==> config.mk <==
export PLATFORM = sky130hd
export DESIGN_NAME = aurora_block_sync_ctrl
export DESIGN_NICKNAME = d
export VERILOG_FILES = /design/src/rtl/aurora_rx_pkg.sv /design/src/rtl/aurora_block_sync_ctrl.sv
export SDC_FILE = /design/constraint.sdc
export NUM_CORES = 1
export LEC_CHECK = 0
export CAP_MARGIN = 25
export CORE_MARGIN = 2
export CORE_UTILIZATION = 55
export DETAILED_ROUTE_END_ITERATION = 8
export MAX_ROUTING_LAYER = met4
export PLACE_DENSITY = 0.75
export SYNTH_ARGS = -nofsm -noshare
export SYNTH_HDL_FRONTEND = slang
export SYNTH_SLANG_ARGS = --single-unit
==> constraint.sdc <==
create_clock -name clk_rx_i -period 2.23 [get_ports clk_rx_i]
set_input_delay 0.446 -clock clk_rx_i [delete_from_list [all_inputs] [get_ports clk_rx_i]]
set_output_delay 0.446 -clock clk_rx_i [all_outputs]
set_load 0.02 [all_outputs]
==> src/rtl/aurora_rx_pkg.sv <==
// Shared definitions for the Aurora 64b/66b receive lane: block-sync state codes,
// sync-header constants and default block-sync thresholds.
package aurora_rx_pkg;

    typedef enum logic [1:0] {
        S_HUNT = 2'd0,
        S_SLIP = 2'd1,
        S_WAIT = 2'd2,
        S_LOCK = 2'd3
    } sync_state_t;

    localparam logic [1:0] HDR_DATA = 2'b01;
    localparam logic [1:0] HDR_CTRL = 2'b10;

    localparam int LOCK_CNT_DEF   = 64;
    localparam int ERR_LIMIT_DEF  = 16;
    localparam int ERR_WINDOW_DEF = 1024;
    localparam int SLIP_WAIT_DEF  = 32;
    localparam int GBOX_SLIPS_DEF = 66;

    function automatic logic hdr_is_good(input logic [1:0] hdr);
        return (hdr == HDR_DATA) || (hdr == HDR_CTRL);
    endfunction

endpackage

==> src/rtl/aurora_block_sync_ctrl.sv <==
// Block-sync controller: hunts for valid 66b sync headers, slips the gearbox (and the
// serdes after a full sweep) on failure, and tracks lock with a windowed error count.
module aurora_block_sync_ctrl
    import aurora_rx_pkg::*;
#(
    parameter int LOCK_CNT   = LOCK_CNT_DEF,
    parameter int ERR_LIMIT  = ERR_LIMIT_DEF,
    parameter int ERR_WINDOW = ERR_WINDOW_DEF,
    parameter int SLIP_WAIT  = SLIP_WAIT_DEF,
    parameter int GBOX_SLIPS = GBOX_SLIPS_DEF
) (
    input  logic       clk_rx_i,
    input  logic       rst_n_i,
    input  logic [1:0] hdr_i,
    input  logic       hdr_valid_i,
    output logic       gearbox_slip_o,
    output logic       serdes_slip_o,
    output logic       locked_o,
    output logic [7:0] stat_o
);

    localparam int GOOD_W = $clog2(LOCK_CNT + 1);
    localparam int WAIT_W = $clog2(SLIP_WAIT + 1);
    localparam int GBOX_W = $clog2(GBOX_SLIPS);
    localparam int WIN_W  = $clog2(ERR_WINDOW);
    localparam int ERR_W  = $clog2(ERR_LIMIT + 1);
    localparam int LOSS_W = 5;

    // hdr_i is qualified by hdr_valid_i alone; there is no backpressure, so every
    // valid beat is consumed in the cycle it is presented (and dropped in S_SLIP).
    sync_state_t       state_q, state_d;
    logic [GOOD_W-1:0] good_cnt_q, good_cnt_d;
    logic [WAIT_W-1:0] wait_cnt_q, wait_cnt_d;
    logic [GBOX_W-1:0] gbox_cnt_q, gbox_cnt_d;
    logic [WIN_W-1:0]  win_cnt_q, win_cnt_d;
    logic [ERR_W-1:0]  err_cnt_q, err_cnt_d;
    logic [LOSS_W-1:0] loss_cnt_q, loss_cnt_d;
    logic              locked_q, locked_d;
    logic              gslip_q, gslip_d;
    logic              sslip_q, sslip_d;

    logic              hdr_good;
    logic              sweep_done;
    logic [ERR_W-1:0]  err_inc;

    always_comb begin
        state_d    = state_q;
        good_cnt_d = good_cnt_q;
        wait_cnt_d = wait_cnt_q;
        gbox_cnt_d = gbox_cnt_q;
        win_cnt_d  = win_cnt_q;
        err_cnt_d  = err_cnt_q;
        loss_cnt_d = loss_cnt_q;
        locked_d   = locked_q;
        gslip_d    = 1'b0;
        sslip_d    = 1'b0;

        hdr_good   = hdr_is_good(hdr_i);
        sweep_done = (gbox_cnt_q == GBOX_W'(GBOX_SLIPS - 1));
        err_inc    = err_cnt_q + ERR_W'(1);

        // The slip pulse is registered on entry to S_SLIP so it is high exactly
        // while the FSM sits in S_SLIP; gbox_cnt itself advances during S_SLIP.
        case (state_q)
            S_HUNT: begin
                if (hdr_valid_i) begin
                    if (hdr_good) begin
                        if (good_cnt_q == GOOD_W'(LOCK_CNT - 1)) begin
                            state_d    = S_LOCK;
                            good_cnt_d = '0;
                            gbox_cnt_d = '0;
                            win_cnt_d  = '0;
                            err_cnt_d  = '0;
                            locked_d   = 1'b1;
                        end else begin
                            good_cnt_d = good_cnt_q + GOOD_W'(1);
                        end
                    end else begin
                        good_cnt_d = '0;
                        state_d    = S_SLIP;
                        gslip_d    = !sweep_done;
                        sslip_d    = sweep_done;
                    end
                end
            end
            S_SLIP: begin
                gbox_cnt_d = sweep_done ? '0 : gbox_cnt_q + GBOX_W'(1);
                wait_cnt_d = '0;
                state_d    = S_WAIT;
            end
            S_WAIT: begin
                if (hdr_valid_i) begin
                    if (wait_cnt_q == WAIT_W'(SLIP_WAIT - 1)) begin
                        wait_cnt_d = '0;
                        good_cnt_d = '0;
                        state_d    = S_HUNT;
                    end else begin
                        wait_cnt_d = wait_cnt_q + WAIT_W'(1);
                    end
                end
            end
            S_LOCK: begin
                if (hdr_valid_i) begin
                    // Error limit is tested first so it wins over a window rollover.
                    if (!hdr_good && (err_inc == ERR_W'(ERR_LIMIT))) begin
                        state_d   = S_SLIP;
                        locked_d  = 1'b0;
                        win_cnt_d = '0;
                        err_cnt_d = '0;
                        gslip_d   = !sweep_done;
                        sslip_d   = sweep_done;
                        if (loss_cnt_q != '1) begin
                            loss_cnt_d = loss_cnt_q + LOSS_W'(1);
                        end
                    end else if (win_cnt_q == WIN_W'(ERR_WINDOW - 1)) begin
                        win_cnt_d = '0;
                        err_cnt_d = '0;
                    end else begin
                        win_cnt_d = win_cnt_q + WIN_W'(1);
                        err_cnt_d = hdr_good ? err_cnt_q : err_inc;
                    end
                end
            end
            default: state_d = S_HUNT;
        endcase
    end

    always_ff @(posedge clk_rx_i) begin
        if (!rst_n_i) begin
            state_q    <= S_HUNT;
            good_cnt_q <= '0;
            wait_cnt_q <= '0;
            gbox_cnt_q <= '0;
            win_cnt_q  <= '0;
            err_cnt_q  <= '0;
            loss_cnt_q <= '0;
            locked_q   <= 1'b0;
            gslip_q    <= 1'b0;
            sslip_q    <= 1'b0;
        end else begin
            state_q    <= state_d;
            good_cnt_q <= good_cnt_d;
            wait_cnt_q <= wait_cnt_d;
            gbox_cnt_q <= gbox_cnt_d;
            win_cnt_q  <= win_cnt_d;
            err_cnt_q  <= err_cnt_d;
            loss_cnt_q <= loss_cnt_d;
            locked_q   <= locked_d;
            gslip_q    <= gslip_d;
            sslip_q    <= sslip_d;
        end
    end

    assign gearbox_slip_o = gslip_q;
    assign serdes_slip_o  = sslip_q;
    assign locked_o       = locked_q;
    assign stat_o         = {loss_cnt_q, locked_q, state_q};

endmodule

# --- After elaboration in Yosys (flattened, before gate mapping) ---
# Cells that the tools add are included.
totals:
  out_inout_bits: 11
  ff_bits: 45
  inputBits: 5
  word_cells: 106
classes:
  eq_ne: 20
  muxes: 53
  addsub: 6
  n_reduce_logical: 17
ops:
  columns: ["op", "count"]
  rows:
  - ["7-bit 2-to-1 mux", 9]
  - ["10-bit 2-to-1 mux", 6]
  - ["5-bit 2-to-1 mux", 7]
  - ["7-bit case mux with 2 select lines", 2]
  - ["10-bit case mux with 2 select lines", 1]
  - ["6-bit AND reduction", 3]
  - ["7-bit by 1-bit adder with 7-bit output, second input constant", 2]
  - ["2-bit 2-to-1 mux", 7]
  - ["2-bit inequality test, second input constant", 7]
  - ["1-bit 2-to-1 mux", 13]
  - ["6-bit 2-to-1 mux", 2]
  - ["6-bit case mux with 2 select lines", 1]
  - ["4-bit AND reduction", 3]
  - ["10-bit by 1-bit adder with 10-bit output, second input constant", 1]
  - ["5-bit by 1-bit adder with 5-bit output, second input constant", 2]
  - ["10-bit equality test, second input constant", 1]
  - ["5-bit case mux with 2 select lines", 1]
  - ["2-bit case mux with 4 select lines", 1]
  - ["2-bit nonzero test", 4]
  - ["7-bit by 6-bit equality test with 1-bit output, second input constant", 1]
  - ["7-bit equality test, second input constant", 1]
  - ["6-bit by 1-bit adder with 6-bit output, second input constant", 1]
  - ["2-bit equality test, second input constant", 3]
  - ["6-bit by 5-bit equality test with 1-bit output, second input constant", 1]
  - ["other kinds (12)", 16]

# --- Logic depth before layout (Yosys ltp) ---
logic_depth:
  word_depth: 7
  depth_mapped: 8
  ltp_nobuf: 7

# --- Least setup slack after synthesis ---
# No wires, ideal clock.
synth_path:
  kind: "register to register"
  start: "reg state_q[0]"
  end: "reg good_cnt_q[4]"
  path_stages_with_launch: 9
  t_required_ps: 2160
  path_buffers: 2
  path_slack_ps: 148
  arrival_time_ps: 2011
  period_less_slack_ps: 2082
  path_cell_list: "dfxtp_1 inv_1 ha_1 buf_2 o31a_1 or2_0 buf_2 or4_1 a21oi_1"
synth_between:
  elab_chain_cells: 3
synth_lines:
  columns: ["element", "line_no", "text"]
  rows:
  - ["start: declaration", "aurora_block_sync_ctrl.sv:31", "sync_state_t state_q, state_d;"]
  - ["start signal: assignment", "aurora_block_sync_ctrl.sv:141", "state_q <= state_d;"]
  - ["2-bit equality test or 2-bit logical NOT (tied branches)", "aurora_block_sync_ctrl.sv:64", "case (state_q)"]
  - ["2-bit inequality test (no source line) or 2-bit nonzero test (tied branches)", null, null]
  - ["4-bit AND reduction (no source line)", null, null]
  - ["end signal: assignment", "aurora_block_sync_ctrl.sv:142", "good_cnt_q <= good_cnt_d;"]
  - ["end: declaration", "aurora_block_sync_ctrl.sv:32", "logic [GOOD_W-1:0] good_cnt_q, good_cnt_d;"]
# Parallel ways exist; a longest one is shown, timed or not.
# A chain may end at the register's enable or synchronous reset.

# --- Final worst setup path ---
layout_path:
  start: "reg state_q[0]"
  end: "reg err_cnt_q[3]"
layout_between:
  elab_chain_cells: 3
layout_lines:
  columns: ["element", "line_no", "text"]
  rows:
  - ["2-bit equality test or 2-bit logical NOT (tied branches)", "aurora_block_sync_ctrl.sv:64", null]
  - ["4-bit inequality test (no source line), or another cell as far along", null, null]
  - ["6-bit AND reduction (no source line)", null, null]
  - ["end signal: assignment", "aurora_block_sync_ctrl.sv:146", "err_cnt_q <= err_cnt_d;"]
  - ["end: declaration", "aurora_block_sync_ctrl.sv:36", "logic [ERR_W-1:0] err_cnt_q, err_cnt_d;"]
# Parallel ways exist; a longest one is shown, timed or not.

==> flow_summary.yaml <==
yosys:
  synthTopCellsByCount: "45 x dfxtp_1, 28 x nand3_1, 25 x nand2_1"
  synth_cell_types: 60
  syn_area_per_cell_sq_um: 8.35
  synth_seq_area_share_pct: 34.4
  yosys.area.top_type: "dfxtp_1"
  synthCells: 314
  synth_edf_count: 0
  synthTopCellsByArea: "dfxtp_1 34%, ha_1 6.2%, nand3_1 5.3%"
  ys_ff_latch: 45
  syn_nets: 332
  async_flop_share_pct: 0
  yosysWarnings: 0
  synth_top_flop_cell: "dfxtp_1"
  yosysMostFrequentCell: "dfxtp_1"
  netlist_area_sq_um: 2620
  synth.top_cell.area_share_pct: 34.4
global_route:
  met3_usage_pct: 3.73
  overflow: 0
  grt_start_max_net_pins: 38
  grt_pass1_vias: 2151
  gr-max-usage-layer: "met2"
  grtUsageMet1_pct: 30.7
  grt_pass1_wl_um: 9820
  use_met2_pct: 39.2
  track_usage_pct: 24.1
  antenna_found_initial: 0
setup_path:
  slowest_stage: "a221oi_4"
  slowest_delay_ps: 490
  worstPathRequired_ps: 2430
  critPathMaxFanout: 11
  cp-start-kind: "register"
  crit_arrival_ps: 2260
  r2r_setup_slack_ps: 170
  cp_cell_sequence: "inv_1, ha_1, a21o_1, a221oi_4, a21oi_1, a41o_1"
  crit_family: "compound AO/OA/AOI/OAI gates"
  path_class: "register to register"
  r2r-end: "err_cnt_q[3]"
  r2r-start: "state_q[0]"
  r2r.worst_path.cells: 6
  crit_buf_inv: 1
  end_kind: "register"
sta:
  rsz0062_at_grt: "no"
  max_freq_mhz: 486
  finalHoldViolCount: 0
  worst_pin_slew_ps: 786
  fin_ws_ps: 172
  fin_crit_sh_pct: 92.3
  setup-violations-final: 0
  clock_skew_ps: 5.26
  fin_crit_ps: 2060
  slew_viol_final: 0
  slew_headroom_pct: 47.5
cts:
  ctsHoldBuffers: 0
  cts_tree: "yes"
  postCtsSetupBuffers: 0
  cts.sinks: 45
  clkTransAtPathRegs_ps: 80
  cts_root_buffer: "clkbuf_8"
  clock_path_buffers: 2
  cts_htree_levels: 2
  clock_latency_ps: 300
  cts_resized: 0
  cts_buffers: 5
die:
  die_w_um: 73.1
  fp.dieArea_sq_um: 5340
  core_sq_um: 4660
  io_pins: 16
  die_y_um: 73.1
  num_rows: 25
  initial_core_util_pct: 56.3
hold_path:
  hold_depth: 1
  hold_start: "good_cnt_q[6]"
  min_to: "good_cnt_q[6]"
  hold_class: "register to register"
placed_design:
  dp_hpwl_um: 4300
  dp.cells: 392
  io_buffers: 15
  gp_congestion: 0.849
  dp_slack_ps: -125
outcome:
  status: "complete, no violations"
route:
  drt-total-wl_um: 5880
  drtPass1Iterations: 4
  first_iter_violations: 140
  vias: 2408
  post-route-drc-count: 0
  ant_nets: 0
  wire_per_inst_um: 14.7
  via_per_inst: 6.04
flow_run:
  drv_cap: 0
power:
  p_leak_nw: 1.13
  power_per_cell_area_nw_per_um2: 771
  power.total_w: 0.00236
  vdd_ir_drop_max_uv: 558
final_layout:
  final_nets: 363
  final_cells: 399
  drive_above_1_share_pct: 11.3
  diodes: 0
  num-fill-cells: 398
  area_delta_synth_final_pct: 16.6
worst max path at each step:
stage	start	endpoint	slack (ps)	cells past startpoint
2_1_floorplan	state_q[0]	good_cnt_q[4]	150	8
3_3_place_gp	hdr_i[1]	err_cnt_q[3]	-70	6
3_5_place_dp	hdr_i[1]	err_cnt_q[3]	-120	6
4_1_cts	state_q[0]	err_cnt_q[3]	190	6
5_1_grt	state_q[0]	err_cnt_q[0]	9	6
6_report	state_q[0]	err_cnt_q[3]	170	6
registers in the layout (all words and copies together), names as in the netlist:
signal and cells:
err_cnt_q 5, gbox_cnt_q 7, gearbox_slip_o 1, good_cnt_q 7, locked_o 1, loss_cnt_q 5
serdes_slip_o 1, state_q 2, wait_cnt_q 6, win_cnt_q 10
stage by stage:
stage          area, sq um  util [%]  hold WS [ps]  setup TNS [ps]
4_1_cts               3060      65.6           470               0
3_3_place_gp          2970      63.7           446            -152
2_1_floorplan         2620         -           441               0
5_1_grt               3060      65.6           478               0
3_5_place_dp          2970      63.7           453            -510
6_report              3060      65.6           467               0
logic make-up after synthesis:
logic type                 share of synthesized area, %
and+or+nand+nor                                    29.4
xor gates and xnor gates                           4.96
DFF                                                34.4
adders and majority gates                          6.20
muxes                                              2.34
AOI/OAI and AO/OA                                  18.2
buffers and inverters                              4.53
worst reg2reg max path, stage by stage, from the launching register on:
cell	delay (ps)
dfxtp_1	420
inv_1	90
ha_1	340
a21o_1	270
a221oi_4	500
a21oi_1	120
a41o_1	210
cell usage in the layout, fill, tap and decap left out, types with 6 or more instances in the layout:
cell type | netlist | layout
nor3_1 | 11 | 11
ha_1 | 13 | 13
xnor2_1 | 10 | 10
a21oi_1 | 16 | 16
clkdlybuf4s50_1 | 0 | 15
nand2_1 | 25 | 25
dfxtp_1 | 45 | 45
buf_4 | 1 | 24
inv_1 | 13 | 13
nor2_1 | 21 | 21
and3_1 | 6 | 6
clkbuf_8 | 0 | 6
nand4_1 | 13 | 13
o21ai_0 | 11 | 11
nand3_1 | 28 | 28
o211ai_1 | 6 | 6
power breakdown:
part	switching [W]	total [W]	internal, W
logic	0.000552	0.000936	0.000384
clock network	0.000265	0.000511	0.000246
registers	0.0000525	0.000908	0.000855
total	0.000870	0.00236	0.00149
per-layer routing:
metal	up-vias	wire length [um]
li1	1225	-
met1	1137	2730
met2	37	2880
met3	9	177
met4	0	84
met5	-	0
layout make-up:
class                   count  area, sq um  area share, %
well taps                  54         67.6           2.21
flip-flops and latches     45          901           29.5
clock buffers               7         86.3           2.82
multi-input cells         240         1600           52.4
repair buffers             40          350           11.5
inverters                  13         48.8           1.60
Power figures use the tool's default switching activity.
